**src/rtl/uart_frame_ser_if.sv**
```systemverilog
// uart_frame_ser_if
//   Bundles the frame request / byte strobe signals of uart_frame_ser.
//   master : frame requester plus downstream UART model (drives START, LEN,
//            DATA_IN, TX_READY; observes the strobe/status outputs)
//   slave  : the serializer itself
//   Signals:
//     START, LEN, DATA_IN : frame request, byte count, payload (byte 0 in MSBs)
//     TX_READY            : downstream transmitter can take a byte
//     START_OUT, DATA_OUT : one-cycle byte strobe and its byte
//     BUSY, DONE, LEN_ERR : frame in progress, frame finished, request rejected
interface uart_frame_ser_if #(
  parameter int MAX_BYTES = 12,
  parameter int LEN_W     = 4
);
  logic                   START;
  logic [LEN_W-1:0]       LEN;
  logic [8*MAX_BYTES-1:0] DATA_IN;
  logic                   TX_READY;
  logic                   START_OUT;
  logic [7:0]             DATA_OUT;
  logic                   BUSY;
  logic                   DONE;
  logic                   LEN_ERR;

  modport master (
    output START, LEN, DATA_IN, TX_READY,
    input  START_OUT, DATA_OUT, BUSY, DONE, LEN_ERR
  );

  modport slave (
    input  START, LEN, DATA_IN, TX_READY,
    output START_OUT, DATA_OUT, BUSY, DONE, LEN_ERR
  );
endinterface

```
**src/rtl/uart_frame_ser.sv**
```systemverilog
// uart_frame_ser
//   Serializes a latched payload of 1..MAX_BYTES bytes into one-cycle byte
//   strobes for a UART byte transmitter, spacing strobes GAP_CYCLES+1 clocks
//   apart and stalling while the transmitter is not ready. All outputs are
//   registered.
//   Ports:
//     CLK  : clock, rising edge
//     RST  : synchronous active-high reset
//     bus  : uart_frame_ser_if.slave (START/LEN/DATA_IN/TX_READY in,
//            START_OUT/DATA_OUT/BUSY/DONE/LEN_ERR out)
//   Build option:
//     UART_FRAME_SER_CHKSUM_EN : when defined, appends one extra byte holding
//     the XOR of all payload bytes, followed by a full gap, before DONE.
//
//   state | meaning
//   ------+---------------------------------------------------------------
//   IDLE  | waiting for START; validates LEN
//   SEND  | waiting for TX_READY, then strobes the current top byte
//   GAP   | inter-byte timer counting down to 0
//   CHK   | (checksum build only) waiting for TX_READY to strobe the XOR
//   STOP  | first cycle raises DONE, second cycle drops BUSY and returns
module uart_frame_ser #(
  parameter int MAX_BYTES  = 12,
  parameter int LEN_W      = 4,
  parameter int GAP_CYCLES = 4330
) (
  input  logic            CLK,
  input  logic            RST,
  uart_frame_ser_if.slave bus
);

  localparam int BUF_W = 8 * MAX_BYTES;
  // sent count must reach MAX_BYTES+1 when the checksum byte is included
  localparam int CNT_W = $clog2(MAX_BYTES + 2);
  localparam int TMR_W = (GAP_CYCLES > 1) ? $clog2(GAP_CYCLES) : 1;
  localparam logic [TMR_W-1:0] GAP_LOAD = TMR_W'(GAP_CYCLES - 1);
  localparam logic [LEN_W-1:0] LEN_MAX  = LEN_W'(MAX_BYTES);

  typedef enum logic [2:0] {
    IDLE = 3'd0,
    SEND = 3'd1,
    GAP  = 3'd2,
`ifdef UART_FRAME_SER_CHKSUM_EN
    CHK  = 3'd3,
`endif
    STOP = 3'd4
  } state_t;

  state_t            state_q, state_d;
  logic [BUF_W-1:0]  buf_q, buf_d;
  logic [CNT_W-1:0]  len_q, len_d;
  logic [CNT_W-1:0]  cnt_q, cnt_d;
  logic [TMR_W-1:0]  tmr_q, tmr_d;
  logic              start_out_q, start_out_d;
  logic [7:0]        data_out_q, data_out_d;
  logic              busy_q, busy_d;
  logic              done_q, done_d;
  logic              len_err_q, len_err_d;
`ifdef UART_FRAME_SER_CHKSUM_EN
  logic [7:0]        chk_q, chk_d;
`endif

  always_ff @(posedge CLK) begin
    if (RST) begin
      state_q     <= IDLE;
      buf_q       <= '0;
      len_q       <= '0;
      cnt_q       <= '0;
      tmr_q       <= '0;
      start_out_q <= 1'b0;
      data_out_q  <= '0;
      busy_q      <= 1'b0;
      done_q      <= 1'b0;
      len_err_q   <= 1'b0;
`ifdef UART_FRAME_SER_CHKSUM_EN
      chk_q       <= '0;
`endif
    end else begin
      state_q     <= state_d;
      buf_q       <= buf_d;
      len_q       <= len_d;
      cnt_q       <= cnt_d;
      tmr_q       <= tmr_d;
      start_out_q <= start_out_d;
      data_out_q  <= data_out_d;
      busy_q      <= busy_d;
      done_q      <= done_d;
      len_err_q   <= len_err_d;
`ifdef UART_FRAME_SER_CHKSUM_EN
      chk_q       <= chk_d;
`endif
    end
  end

  always_comb begin
    state_d     = state_q;
    buf_d       = buf_q;
    len_d       = len_q;
    cnt_d       = cnt_q;
    tmr_d       = tmr_q;
    start_out_d = 1'b0;
    data_out_d  = data_out_q;
    busy_d      = busy_q;
    done_d      = 1'b0;
    len_err_d   = 1'b0;
`ifdef UART_FRAME_SER_CHKSUM_EN
    chk_d       = chk_q;
`endif

    case (state_q)
      IDLE: begin
        if (bus.START) begin
          if ((bus.LEN != '0) && (bus.LEN <= LEN_MAX)) begin
            buf_d   = bus.DATA_IN;
            len_d   = CNT_W'(bus.LEN);
            cnt_d   = '0;
            busy_d  = 1'b1;
            state_d = SEND;
`ifdef UART_FRAME_SER_CHKSUM_EN
            chk_d   = '0;
`endif
          end else begin
            len_err_d = 1'b1;
          end
        end
      end

      SEND: begin
        if (bus.TX_READY) begin
          start_out_d = 1'b1;
          data_out_d  = buf_q[BUF_W-1 -: 8];
          buf_d       = buf_q << 8;
          cnt_d       = cnt_q + CNT_W'(1);
          tmr_d       = GAP_LOAD;
          state_d     = GAP;
`ifdef UART_FRAME_SER_CHKSUM_EN
          chk_d       = chk_q ^ buf_q[BUF_W-1 -: 8];
`endif
        end
      end

      GAP: begin
        if (tmr_q == '0) begin
          if (cnt_q < len_q) begin
            state_d = SEND;
`ifdef UART_FRAME_SER_CHKSUM_EN
          end else if (cnt_q == len_q) begin
            // payload done, checksum byte not yet sent
            state_d = CHK;
`endif
          end else begin
            state_d = STOP;
          end
        end else begin
          tmr_d = tmr_q - TMR_W'(1);
        end
      end

`ifdef UART_FRAME_SER_CHKSUM_EN
      CHK: begin
        if (bus.TX_READY) begin
          start_out_d = 1'b1;
          data_out_d  = chk_q;
          cnt_d       = cnt_q + CNT_W'(1);
          tmr_d       = GAP_LOAD;
          state_d     = GAP;
        end
      end
`endif

      STOP: begin
        // BUSY stays up through the DONE cycle; START seen while DONE is
        // high is ignored because we are still in STOP.
        if (!done_q) begin
          done_d     = 1'b1;
          data_out_d = '0;
          cnt_d      = '0;
          tmr_d      = '0;
        end else begin
          busy_d  = 1'b0;
          state_d = IDLE;
        end
      end

      default: begin
        state_d    = IDLE;
        buf_d      = '0;
        len_d      = '0;
        cnt_d      = '0;
        tmr_d      = '0;
        data_out_d = '0;
        busy_d     = 1'b0;
`ifdef UART_FRAME_SER_CHKSUM_EN
        chk_d      = '0;
`endif
      end
    endcase
  end

  assign bus.START_OUT = start_out_q;
  assign bus.DATA_OUT  = data_out_q;
  assign bus.BUSY      = busy_q;
  assign bus.DONE      = done_q;
  assign bus.LEN_ERR   = len_err_q;

endmodule

```
**src/flat_wrapper.sv**
```systemverilog
// flat-port wrapper written by rule: the top's interface ports become plain ports
module uart_frame_ser_flat 
#(
  parameter int MAX_BYTES  = 12,
  parameter int LEN_W      = 4,
  parameter int GAP_CYCLES = 4330
)
  (CLK, RST, bus_START, bus_LEN, bus_DATA_IN, bus_TX_READY, bus_START_OUT, bus_DATA_OUT, bus_BUSY, bus_DONE, bus_LEN_ERR);
  uart_frame_ser_if #(.MAX_BYTES(MAX_BYTES), .LEN_W(LEN_W)) bus_i ();
  input  logic CLK;
  input  logic RST;
  input wire logic [$bits(bus_i.START)-1:0] bus_START;
  input wire logic [$bits(bus_i.LEN)-1:0] bus_LEN;
  input wire logic [$bits(bus_i.DATA_IN)-1:0] bus_DATA_IN;
  input wire logic [$bits(bus_i.TX_READY)-1:0] bus_TX_READY;
  output wire logic [$bits(bus_i.START_OUT)-1:0] bus_START_OUT;
  output wire logic [$bits(bus_i.DATA_OUT)-1:0] bus_DATA_OUT;
  output wire logic [$bits(bus_i.BUSY)-1:0] bus_BUSY;
  output wire logic [$bits(bus_i.DONE)-1:0] bus_DONE;
  output wire logic [$bits(bus_i.LEN_ERR)-1:0] bus_LEN_ERR;
  assign bus_i.START = bus_START;
  assign bus_i.LEN = bus_LEN;
  assign bus_i.DATA_IN = bus_DATA_IN;
  assign bus_i.TX_READY = bus_TX_READY;
  assign bus_START_OUT = bus_i.START_OUT;
  assign bus_DATA_OUT = bus_i.DATA_OUT;
  assign bus_BUSY = bus_i.BUSY;
  assign bus_DONE = bus_i.DONE;
  assign bus_LEN_ERR = bus_i.LEN_ERR;
  uart_frame_ser #(.MAX_BYTES(MAX_BYTES), .LEN_W(LEN_W), .GAP_CYCLES(GAP_CYCLES)) u_core (.CLK(CLK), .RST(RST), .bus(bus_i));
endmodule
```
**config.mk**
```make
export PLATFORM = sky130hd
export DESIGN_NAME = uart_frame_ser_flat
export DESIGN_NICKNAME = d
export VERILOG_FILES = /design/src/rtl/uart_frame_ser_if.sv /design/src/rtl/uart_frame_ser.sv /design/src/flat_wrapper.sv
export SDC_FILE = /design/constraint.sdc
export NUM_CORES = 1
export LEC_CHECK = 0
export BUFFER_PORTS_ARGS = -buffer_cell sky130_fd_sc_hd__buf_4
export CAP_MARGIN = 10
export CORE_ASPECT_RATIO = 1.25
export CORE_MARGIN = 5
export CORE_UTILIZATION = 50
export DETAILED_ROUTE_END_ITERATION = 16
export PLACE_DENSITY = 0.85
export SLEW_MARGIN = 20
export SYNTH_ARGS = -nofsm -noshare
export SYNTH_HDL_FRONTEND = slang
export SYNTH_SLANG_ARGS = --single-unit
export TNS_END_PERCENT = 1
```
**constraint.sdc**
```tcl
create_clock -name CLK -period 2.3 [get_ports CLK]
set_clock_uncertainty 0.05 [all_clocks]
set_input_delay 0.23 -clock CLK [delete_from_list [all_inputs] [get_ports CLK]]
set_output_delay 0.23 -clock CLK [all_outputs]
set_load 0.02 [all_outputs]
```
==> impl_metrics.ini <==
[clock_tree]
ctsResizeCount = 0
cts_inserted_buffers = 17
hold_buffers = 0
tritoncts = done
clk_latency_ns = 0.42
cts_sinks = 132
cts_max_path_buffers = 2
postCtsSetupBuffers = 0
htreeDepth = 4
cts.clk_slew.worst_paths_ns = 0.06
ctsRootBufferMaster = clkbuf_16

[worst_setup_path]
rrSetupSlack_ns = 0.19
r2r_start = u_core.state_q[0]
critPathKind = reg -> reg
cp_max_fo = 15
cp.arrival_ns = 2.39
reg2reg_depth = 7
startpoint_type = flop
end_kind = flop
cp_data_required_time_ns = 2.58
rr_endpoint = u_core.buf_q[48]

[cells_and_area]
antenna_cells = 0
fin_area_mm2 = 0.007869
syn_to_final_growth_pct = 25.98
regArea_mm2 = 0.002643
nNetsFinal = 868
multi_input_area_mm2 = 0.003227
drive_above_1_share_pct = 33.68
fillers = 964

[timing]
relSlewSlack_pct = 50.89
rsz0062_at_grt = no
tightest_slew_ns = 0.7300
setup_violations = 0
hold_violations = 0
period_share_pct = 91.71
min_period_ns = 2.109
drv_slew = 0
fin_tns_setup_ns = 0
clock.fmax_mhz = 474.1

[die]
io_pins = 116
initial_core_util_pct = 51.12
die_w_um = 110.0
die_y_um = 135.0
core_mm2 = 0.01222
die_area_mm2 = 0.01484
placement_rows = 45

[power]
power.density_mw_per_mm2 = 1510
ir_drop_v = 0.0006639
netSwitchingFraction_pct = 40.70
power.internal_mw = 7.048
combPwrFrac_pct = 43.0
p_seq_share_pct = 33.2
fin_total_pwr_mw = 11.89
pwr-share-clk_pct = 23.7
leakagePower_nw = 3.057
p_switching_mw = 4.837

[global_routing]
grt_use_met3_pct = 6.408
use_met1_pct = 26.55
top_usage_layer = met2
grt-ovfl-total = 0
grt_pass1_vias = 5603
met2_usage_pct = 38.02
grt_pass1_wl_mm = 26.82
grt_antenna_before_repair = 0
track_usage_pct = 22.58
grt_max_degree = 97

[routing]
first_pass_iters = 7
wl_per_cell_um = 17.40
vias_per_cell = 6.004
ant_nets = 0
totalWireLength_mm = 16.29
drcViolationCount = 0
routed-via-count = 5620
drt_iter0_drc = 421

[place]
hpwlAfterDp_mm = 11.14
place_congestion = 0.9515
placed_area_mm2 = 0.007246
port_buffers = 115

[synth]
ys.flop_type = dfxtp_1
ys_warn_count = 0
synth_cell_types = 50
synth_edf_count = 0
async_flop_share_pct = 0
synth-seq-cells = 132
avgSynthCellArea_um2 = 9.421
ys_seq_area_share_pct = 42.31
synth_fp_nets = 772
syn_area_mm2 = 0.006246
synthCells = 663

[min_path]
holdPathStages = 3
holdCritPathClass = in -> reg
hold_end = u_core.buf_q[1]
hp-start = bus_DATA_IN[1]

[status]
status = completed

[run]
maxCapViolCount = 0
[power groups by stage]
stage	Combinational (mW)	Sequential (mW)	Clock [mW]
floorplan	4.08	3.79	0
CTS	5.11	3.93	2.85
global placement	4.88	3.92	0
global route	5.67	4.04	2.99
detailed placement	5.06	3.97	0
finish	5.11	3.95	2.82
[Yosys cell counts (9+ instances only)]
master    number  area share [%]
dfxtp_1      132              42
a221oi_1      89              12
nor2_1        70             4.2
nor3_1        59             4.7
clkbuf_1      42             2.5
nor3_2        40             6.4
nor2_4        38             6.9
nand2_1       35             2.1
a21oi_1       23             1.8
nand3_1       17             1.4
inv_1         12            0.72
o21ai_0        9            0.72
[worst max path at each step]
| stage | startpoint | to | slack (ns) | depth (start not counted) |
|---|---|---|---|---|
| floorplan | bus_LEN[2] | u_core.buf_q[12] | 0.35 | 8 |
| global placement | bus_LEN[2] | u_core.buf_q[41] | 0.18 | 7 |
| detailed placement | bus_LEN[2] | u_core.buf_q[52] | 0.10 | 7 |
| CTS | u_core.tmr_q[0] | u_core.tmr_q[0] | 0.1 | 7 |
| global route | u_core.state_q[0] | u_core.buf_q[48] | 0.03 | 7 |
| finish | u_core.state_q[0] | u_core.buf_q[48] | 0.19 | 7 |
[critical path, stage by stage (launching register included)]
cell	delay (ns)
dfxtp_1	0.39
buf_4	0.19
or2_2	0.29
a41oi_4	0.26
o21bai_4	0.29
buf_4	0.28
a221oi_1	0.08
nor3_1	0.19
[placed cells by master, fill, tap and decap left out, types with 4 or more instances in the layout]
master / instances
a211oi_1: 4
a21oi_1: 23
a221oi_1: 89
a22o_1: 4
buf_12: 7
buf_4: 132
clkbuf_16: 17
dfxtp_1: 132
ha_1: 5
inv_1: 12
inv_6: 6
mux2i_1: 5
nand2_1: 35
nand3_1: 17
nor2_1: 70
nor2_4: 38
nor3_1: 57
nor3_2: 42
nor4_1: 5
o2111ai_1: 5
o21a_1: 4
o21ai_0: 8
xor2_1: 6
[flip-flops by register name, indices dropped and copies added, names as in the netlist]
register,cells
u_core.cnt_q,4
u_core.len_q,4
u_core.bus.BUSY,1
u_core.buf_q,96
u_core.tmr_q,13
u_core.bus.DONE,1
u_core.bus.START_OUT,1
u_core.state_q,3
u_core.bus.LEN_ERR,1
u_core.bus.DATA_OUT,8
[final cells by class]
| type | count | share of cell area (%) |
|---|---|---|
| repair buffers | 139 | 14.37 |
| well taps | 164 | 2.608 |
| multi-input cells | 457 | 41.01 |
| flip-flops and latches | 132 | 33.58 |
| inverters | 12 | 0.5724 |
| clock inverters | 15 | 2.449 |
| clock buffers | 17 | 5.406 |
[logic make-up after synthesis]
family | after synthesis | share of synthesized area [%]
AND/OR/NAND/NOR | 281 | 28.10
AO/OA/AOI/OAI | 157 | 20.03
flip-flops | 132 | 42.31
buffers and inverters | 74 | 6.490
XOR/XNOR | 9 | 1.262
multiplexers | 5 | 0.8013
adder cells (fa/ha/maj) | 5 | 1.002
[metal layers]
metal  routed length (µm)  vias to the layer above
li1                     -                     2675
met1                 6229                     2681
met2                 8526                      226
met3                 1102                       38
met4                  427                        0
met5                    0                        -
[stage by stage]
stage | setup WS [ns] | util [%] | instances | hold WS, ns
3_5_place_dp | 0.1029 | 59.30 | 904 | 0.3962
5_1_grt | 0.03404 | 64.40 | 936 | 0.02125
3_3_place_gp | 0.1776 | 59.30 | 904 | 0.3892
6_report | 0.1907 | 64.40 | 936 | 0.01955
2_1_floorplan | 0.3499 | - | 663 | 0.2961
4_1_cts | 0.09737 | 64.36 | 936 | 0.008511
No activity file was read; power rests on OpenSTA's default activity.
